===== src/rtl/audio_out_pkg.sv =====
// Shared types and constants for the PDM audio sink.
// Dither constants are used only when AUDIO_PDM_DITHER_EN is defined.
package audio_out_pkg;

    typedef enum logic [1:0] {
        START,
        RUN,
        UNDERRUN
    } state_t;

    localparam logic [15:0] LFSR_SEED = 16'hACE1;
    // taps 16,14,13,11
    localparam logic [15:0] LFSR_TAPS = 16'hB400;

    function automatic logic [31:0] to_offset(
        input logic [31:0] s,
        input int          b
    );
        return s ^ (32'd1 << (b - 1));
    endfunction

endpackage


===== src/rtl/audio_pdm_out_if.sv =====
// Valid-strobed signed sample stream into the PDM sink.
// No backpressure: the producer drives, the sink listens.
interface audio_pdm_out_if #(
    parameter int AUDIO_BDEPTH = 8
);
    logic signed [AUDIO_BDEPTH-1:0] audio_in;
    logic                           valid_in;

    modport master (output audio_in, valid_in);
    modport slave  (input  audio_in, valid_in);
endinterface


===== src/rtl/audio_sample_fifo.sv =====
// Synchronous sample FIFO with flush and registered read data.
// A write on a full FIFO is safe only together with a read.
module audio_sample_fifo #(
    parameter int WIDTH = 8,
    parameter int DEPTH = 4
) (
    input  logic                   clk,
    input  logic                   rst,
    input  logic                   flush,
    input  logic                   wr_en,
    input  logic [WIDTH-1:0]       wr_data,
    input  logic                   rd_en,
    output logic [WIDTH-1:0]       rd_data,
    output logic [$clog2(DEPTH):0] level
);
    localparam int AW = $clog2(DEPTH);

    logic [WIDTH-1:0] mem [DEPTH];
    logic [AW-1:0]    wptr;
    logic [AW-1:0]    rptr;

    always_ff @(posedge clk) begin
        if (wr_en && !flush)
            mem[wptr] <= wr_data;
    end

    always_ff @(posedge clk or posedge rst) begin
        if (rst) begin
            wptr    <= '0;
            rptr    <= '0;
            level   <= '0;
            rd_data <= '0;
        end else if (flush) begin
            wptr  <= '0;
            rptr  <= '0;
            level <= '0;
        end else begin
            if (wr_en)
                wptr <= wptr + AW'(1);
            if (rd_en) begin
                rptr    <= rptr + AW'(1);
                rd_data <= mem[rptr];
            end
            level <= level + (AW+1)'(wr_en) - (AW+1)'(rd_en);
        end
    end

endmodule


===== src/rtl/audio_pdm_out.sv =====
// FIFO-buffered audio sink driving a first-order sigma-delta PDM pin.
// Define AUDIO_PDM_DITHER_EN to add LFSR carry-in dither to the modulator.
module audio_pdm_out
    import audio_out_pkg::*;
#(
    parameter int AUDIO_BDEPTH = 8,
    parameter int FIFO_DEPTH   = 4,
    parameter int PREFILL      = 2,
    parameter int SAMPLE_DIV   = 101
) (
    input  logic                        clk,
    input  logic                        rst,
    input  logic                        enable,
    audio_pdm_out_if.slave              bus,
    output logic                        pdm_out,
    output logic                        running,
    output logic [$clog2(FIFO_DEPTH):0] fifo_level,
    output logic                        overflow,
    output logic                        underflow,
    output logic [7:0]                  underrun_count
);
    localparam int B  = AUDIO_BDEPTH;
    localparam int LW = $clog2(FIFO_DEPTH) + 1;
    localparam int DW = $clog2(SAMPLE_DIV);
    localparam logic [DW-1:0] DIV_MAX = DW'(SAMPLE_DIV - 1);
    localparam logic [LW-1:0] FULL    = LW'(FIFO_DEPTH);
    localparam logic [LW-1:0] PRE     = LW'(PREFILL);

    state_t               state;
    logic [DW-1:0]        div;
    logic                 tick;
    logic                 pop;
    logic                 pop_q;
    logic                 wr;
    logic [LW-1:0]        level;
    logic signed [B-1:0]  rd_data;
    logic signed [B-1:0]  hold;
    logic signed [B-1:0]  hold_eff;
    logic [B-1:0]         u;
    logic [B-1:0]         acc;
    logic [B:0]           sum;
    logic                 cin;

    assign tick = enable && (div == '0);

    always_comb begin
        pop = 1'b0;
        if (tick) begin
            unique case (state)
                RUN:     pop = (level != '0);
                default: pop = (level >= PRE);
            endcase
        end
    end

    assign wr = enable && bus.valid_in && ((level != FULL) || pop);

    audio_sample_fifo #(
        .WIDTH (B),
        .DEPTH (FIFO_DEPTH)
    ) u_fifo (
        .clk     (clk),
        .rst     (rst),
        .flush   (!enable),
        .wr_en   (wr),
        .wr_data (bus.audio_in),
        .rd_en   (pop),
        .rd_data (rd_data),
        .level   (level)
    );

    assign fifo_level = level;

    always_ff @(posedge clk or posedge rst) begin
        if (rst) begin
            div            <= DIV_MAX;
            state          <= START;
            running        <= 1'b0;
            hold           <= '0;
            pop_q          <= 1'b0;
            overflow       <= 1'b0;
            underflow      <= 1'b0;
            underrun_count <= '0;
        end else if (!enable) begin
            div       <= DIV_MAX;
            state     <= START;
            running   <= 1'b0;
            hold      <= '0;
            pop_q     <= 1'b0;
            overflow  <= 1'b0;
            underflow <= 1'b0;
        end else begin
            div       <= tick ? DIV_MAX : div - DW'(1);
            pop_q     <= pop;
            overflow  <= bus.valid_in && (level == FULL) && !pop;
            underflow <= 1'b0;
            if (pop_q)
                hold <= rd_data;
            if (tick) begin
                unique case (state)
                    RUN: if (!pop) begin
                        state     <= UNDERRUN;
                        running   <= 1'b0;
                        underflow <= 1'b1;
                        if (underrun_count != 8'hFF)
                            underrun_count <= underrun_count + 8'd1;
                    end
                    default: if (pop) begin
                        state   <= RUN;
                        running <= 1'b1;
                    end
                endcase
            end
        end
    end

    // Read data lands one clock after the pop; forward it so the
    // modulator sees the new sample on the clock after the tick.
    assign hold_eff = pop_q ? rd_data : hold;
    assign u        = B'(to_offset(32'(hold_eff), B));

`ifdef AUDIO_PDM_DITHER_EN
    logic [15:0] lfsr;

    always_ff @(posedge clk or posedge rst) begin
        if (rst)
            lfsr <= LFSR_SEED;
        else if (!enable)
            lfsr <= LFSR_SEED;
        else
            lfsr <= {lfsr[14:0], ^(lfsr & LFSR_TAPS)};
    end

    assign cin = lfsr[0];
`else
    assign cin = 1'b0;
`endif

    assign sum = {1'b0, acc} + {1'b0, u} + {{B{1'b0}}, cin};

    always_ff @(posedge clk or posedge rst) begin
        if (rst) begin
            acc     <= '0;
            pdm_out <= 1'b0;
        end else begin
            acc     <= sum[B-1:0];
            pdm_out <= sum[B];
        end
    end

endmodule


===== src/flat_wrapper.sv =====
// flat-port wrapper written by rule: the top's interface ports become plain ports
module audio_pdm_out_flat import audio_out_pkg::*;
#(
    parameter int AUDIO_BDEPTH = 8,
    parameter int FIFO_DEPTH   = 4,
    parameter int PREFILL      = 2,
    parameter int SAMPLE_DIV   = 101
)
  (clk, rst, enable, pdm_out, running, fifo_level, overflow, underflow, underrun_count, bus_audio_in, bus_valid_in);
  audio_pdm_out_if #(.AUDIO_BDEPTH(AUDIO_BDEPTH)) bus_i ();
  input  logic clk;
  input  logic rst;
  input  logic enable;
  output logic pdm_out;
  output logic running;
  output logic [$clog2(FIFO_DEPTH):0] fifo_level;
  output logic overflow;
  output logic underflow;
  output logic [7:0] underrun_count;
  input wire logic [$bits(bus_i.audio_in)-1:0] bus_audio_in;
  input wire logic [$bits(bus_i.valid_in)-1:0] bus_valid_in;
  assign bus_i.audio_in = bus_audio_in;
  assign bus_i.valid_in = bus_valid_in;
  audio_pdm_out #(.AUDIO_BDEPTH(AUDIO_BDEPTH), .FIFO_DEPTH(FIFO_DEPTH), .PREFILL(PREFILL), .SAMPLE_DIV(SAMPLE_DIV)) u_core (.clk(clk), .rst(rst), .enable(enable), .bus(bus_i), .pdm_out(pdm_out), .running(running), .fifo_level(fifo_level), .overflow(overflow), .underflow(underflow), .underrun_count(underrun_count));
endmodule

===== config.mk =====
export PLATFORM = sky130hd
export DESIGN_NAME = audio_pdm_out_flat
export DESIGN_NICKNAME = d
export VERILOG_FILES = /design/src/rtl/audio_out_pkg.sv /design/src/rtl/audio_pdm_out_if.sv /design/src/rtl/audio_sample_fifo.sv /design/src/rtl/audio_pdm_out.sv /design/src/flat_wrapper.sv
export SDC_FILE = /design/constraint.sdc
export NUM_CORES = 1
export LEC_CHECK = 0
export BUFFER_PORTS_ARGS = -buffer_cell sky130_fd_sc_hd__clkbuf_2
export CORE_ASPECT_RATIO = 1.5
export CORE_MARGIN = 5
export CORE_UTILIZATION = 25
export CTS_BUF_LIST = sky130_fd_sc_hd__clkbuf_4
export DETAILED_ROUTE_END_ITERATION = 8
export GPL_TIMING_DRIVEN = 1
export PLACE_DENSITY_LB_ADDON = 0.12
export SLEW_MARGIN = 20
export SYNTH_ARGS = -nofsm -noshare
export SYNTH_HDL_FRONTEND = slang
export SYNTH_SLANG_ARGS = --single-unit

===== constraint.sdc =====
create_clock -name clk -period 3.7 [get_ports clk]
set_input_delay 0.925 -clock clk [delete_from_list [all_inputs] [get_ports clk]]
set_output_delay 0.925 -clock clk [all_outputs]
set_load 0.05 [all_outputs]

==> impl_metrics.csv <==
group,metric,value,unit
timing,fmax,0.3826,GHz
logic_synthesis,synth.top_cells.by_count,"49 x sky130_fd_sc_hd__dfrtp_1, 32 x sky130_fd_sc_hd__edfxtp_1, 18 x sky130_fd_sc_hd__ha_1",
global_route,grt_use_total,8.969,%
placement,port_bufs,26,
power,totalPowerFinal,1.789,mW
clocking,cts_inserted_buffers,9,
floorplan,placementRows,54,
floorplan,core,14590,µm²
floorplan,initial_utilization,25.45,%
worst_setup_path,crit_path_top_delay_cell,"sky130_fd_sc_hd__dfrtp_1",
worst_setup_path,worst_ep_required_time,4020,ps
global_route,antenna_found_initial,1,
worst_setup_path,timing.critical_path.to,"u_core.u_fifo.level[2]",
worst_setup_path,crit_family,"adder cells",
power,p_leak,1.865,nW
logic_synthesis,synth_top_area_share,33.01,%
clocking,worst_skew_pair.late_latency,440,ps
finish,drive_gt1_share,27.30,%
logic_synthesis,yosysSeqAreaShare,61.00,%
global_route,grt_first_pass_wirelength,11.79,mm
timing,fin_crit,2614,ps
timing,hold_violations,0,
worst_setup_path,endpoint_kind,"flop",
finish,fin_area,4235,µm²
logic_synthesis,synth-seq-cells,84,
clocking,postCtsResizedCells,0,
power,cell_area_power_density,422.3,nW/µm²
routing,route.detailed.drc,0,
timing,max_slew_margin,57.98,%
power,peak_supply_drop,0.1284,mV
logic_synthesis,post-synth-top-count-cell,"sky130_fd_sc_hd__dfrtp_1",
logic_synthesis,yosysWarnings,0,
global_route,via_count_of_the_first_global_routing_pass,2239,
timing,final-max-slew-violation-count,0,
logic_synthesis,syn_nets,289,
clocking,cts_sinks,84,
floorplan,io_pins,27,
global_route,global_route.overflow_total,0,
worst_setup_path,path_depth,10,
logic_synthesis,synth-async-reset-ratio,61.90,%
clocking,cts_tree,"yes",
timing,timing_worst_slew_pin_value,630.4,ps
routing,vias,2015,
logic_synthesis,mappedNetlistArea,3715,µm²
clocking,ctsHtreeMaxLevel,3,
logic_synthesis,number_of_synthesized_flops_with_an_enable_pin,32,
routing,drt_pre_antenna_iters,4,
worst_setup_path,worstSetupPathType,"reg2reg",
worst_setup_path,worst_setup_path_start_kind,"flop",
worst_setup_path,reg2reg_slack,1090,ps
logic_synthesis,postSynthAreaPerCell,14.45,µm²
logic_synthesis,post_synth_main_area_contributors,"sky130_fd_sc_hd__dfrtp_1 33%, sky130_fd_sc_hd__edfxtp_1 26%, sky130_fd_sc_hd__ha_1 6.1%, sky130_fd_sc_hd__mux2_2 4.9%, sky130_fd_sc_hd__mux4_2 4.9%",
placement,numPlacedInstances,473,
worst_setup_path,worst_path_largest_cell_delay,460,ps
routing,route.detailed.vias_per_inst,4.112,
timing,fin_crit_sh,70.64,%
placement,detail_placement_hpwl,5.073,mm
worst_setup_path,critPathMaxFanout,6,
worst_setup_path,critical_path.startpoint,"u_core.u_fifo.level[1]",
global_route,grt_start_max_net_pins,37,
worst_setup_path,worstRegToRegCells,10,
timing,rsz0062_at_grt,"false",
clocking,cts_buffer_depth,2,
clocking,master_cell_of_the_clock_root_buffer,"sky130_fd_sc_hd__clkbuf_4",
finish,syn_to_final_growth,14.01,%
status,run_status,"finished clean",
clocking,register_clock_pin_slew_on_the_reported_worst_setup_and_hold_paths,150,ps
worst_setup_path,worstPathCellList,"inv_1, ha_1, mux2i_1, a31oi_1, nor2_1, ha_1, inv_1, fa_1, xor2_1, and2_1",
logic_synthesis,synthCells,257,
timing,tns,0,ps
finish,num-fill-cells,1533,
routing,routed_wire_length_per_instance,14.41,µm
floorplan,floorplan.die_area,17450,µm²
clocking,hold_buffer_count_at_cts,0,
placement,detailed_place.area,4060,µm²
timing,setup_viol,0,
finish,layoutNonFillerInstCount,490,
floorplan,floorplan.die.height,159.3,µm
logic_synthesis,synth.distinct_cells,43,
placement,place_congestion,0.6911,
routing,dr.first_iter.drc_count,59,
timing,finalClockSkew,22.12,ps
worst_setup_path,critical_path.reg2reg.startpoint,"u_core.u_fifo.level[1]",
clocking,post-cts-setup-buffers,0,
hold_path,hold_path.class,"in2async",
logic_synthesis,synth_largest_area_cell,"sky130_fd_sc_hd__dfrtp_1",
finish,fin_util,29.02,%
worst_setup_path,crit_arrival,2940,ps
routing,final_antenna_violating_net_count,0,
worst_setup_path,critical_path.reg2reg.endpoint,"u_core.u_fifo.level[2]",
worst_setup_path,cp.buffers_inverters,2,
floorplan,chipWidth,109.5,µm
run,maxCapViolations,0,
finish,final_net_count,320,
logic_synthesis,synth_flop_cell,"sky130_fd_sc_hd__dfrtp_1",
routing,routed_wl,7.061,mm
-- layout make-up --
class	instances	area, µm²	share of cell area, %
antenna	1	2.502	0.05908
clock buffer	9	67.56	1.595
timing repair buffer	27	137.6	3.250
inverter	11	41.29	0.9749
clock inverter	7	105.1	2.482
sequential	84	2266	53.50
tap	196	245.2	5.790
multi-input combinational	155	1370	32.35
-- stage by stage --
stage / setup WS, ps / hold slack (ps)
global placement: 753.7 / 447.3
floorplan: 1043 / 417.2
finish: 1086 / 434.2
detailed placement: 734.3 / 451.8
global route: 761.9 / 417.9
CTS: 1024 / 406.2
-- state kept, by name, indices dropped and copies added (netlist names) --
signal and cells:
u_core.acc 8, u_core.div 7, u_core.hold 8, u_core.overflow 1
u_core.pdm_out 1, u_core.pop_q 1, u_core.running 1, u_core.state 1
u_core.u_fifo.level 3, u_core.u_fifo.mem 32, u_core.u_fifo.rd_data 8, u_core.u_fifo.rptr 2
u_core.u_fifo.wptr 2, u_core.underflow 1, u_core.underrun_count 8
-- placed cells by master (no fill, tap or decap), drive strengths merged, types with 2 or more instances in the layout --
master / Yosys / layout
bufinv: 0 / 2
nand3: 6 / 6
dfrtp: 49 / 49
inv: 11 / 15
nand2: 16 / 16
nor2: 9 / 9
and2: 18 / 18
mux2i: 4 / 4
nor3: 4 / 4
and3: 3 / 3
or3: 2 / 2
mux4: 8 / 8
nor2b: 3 / 3
mux2: 16 / 16
clkbuf: 5 / 35
nand4: 4 / 4
ha: 18 / 18
fa: 2 / 2
dfstp: 3 / 3
xnor2: 13 / 13
a21oi: 5 / 5
xor2: 8 / 8
edfxtp: 32 / 32
-- per-layer routing --
layer  share of wire, %  GRT usage (%)  vias up
met4                1.7          4.424        0
li1                   -              -      974
met5                  0              0        -
met3                2.4          1.866        8
met2                 54          14.87       22
met1                 42          10.85     1011
-- report_power, final --
| group | switching (mW) | internal [mW] | leakage [nW] |
|---|---|---|---|
| logic | 0.0871 | 0.0462 | 0.778 |
| clock network | 0.350 | 0.286 | 0.0895 |
| registers | 0.0189 | 1.00 | 0.998 |
| total | 0.456 | 1.33 | 1.87 |
-- worst min-delay path by stage --
stage | depth (start not counted) | end | startpoint
CTS | 2 | u_core.underrun_count[5] | rst
global route | 2 | u_core.underrun_count[3] | rst
floorplan | 1 | u_core.div[0] | u_core.div[0]
global placement | 1 | u_core.div[0] | u_core.div[0]
finish | 2 | u_core.underrun_count[2] | rst
detailed placement | 1 | u_core.div[0] | u_core.div[0]
-- cells by family (layout without fill, tap and decap cells) --
kind of cell | after synthesis | after routing | share of synthesized area (%)
AND/OR/NAND/NOR | 73 | 73 | 11.62
flip-flops | 84 | 84 | 61.00
XOR/XNOR | 21 | 21 | 4.951
adder cells (fa/ha/maj) | 20 | 20 | 7.141
buffers and inverters | 18 | 54 | 2.122
AO/OA/AOI/OAI | 13 | 13 | 2.392
other | 0 | 1 | 0
multiplexers | 28 | 28 | 10.78
(Power assumes the default switching activity.)
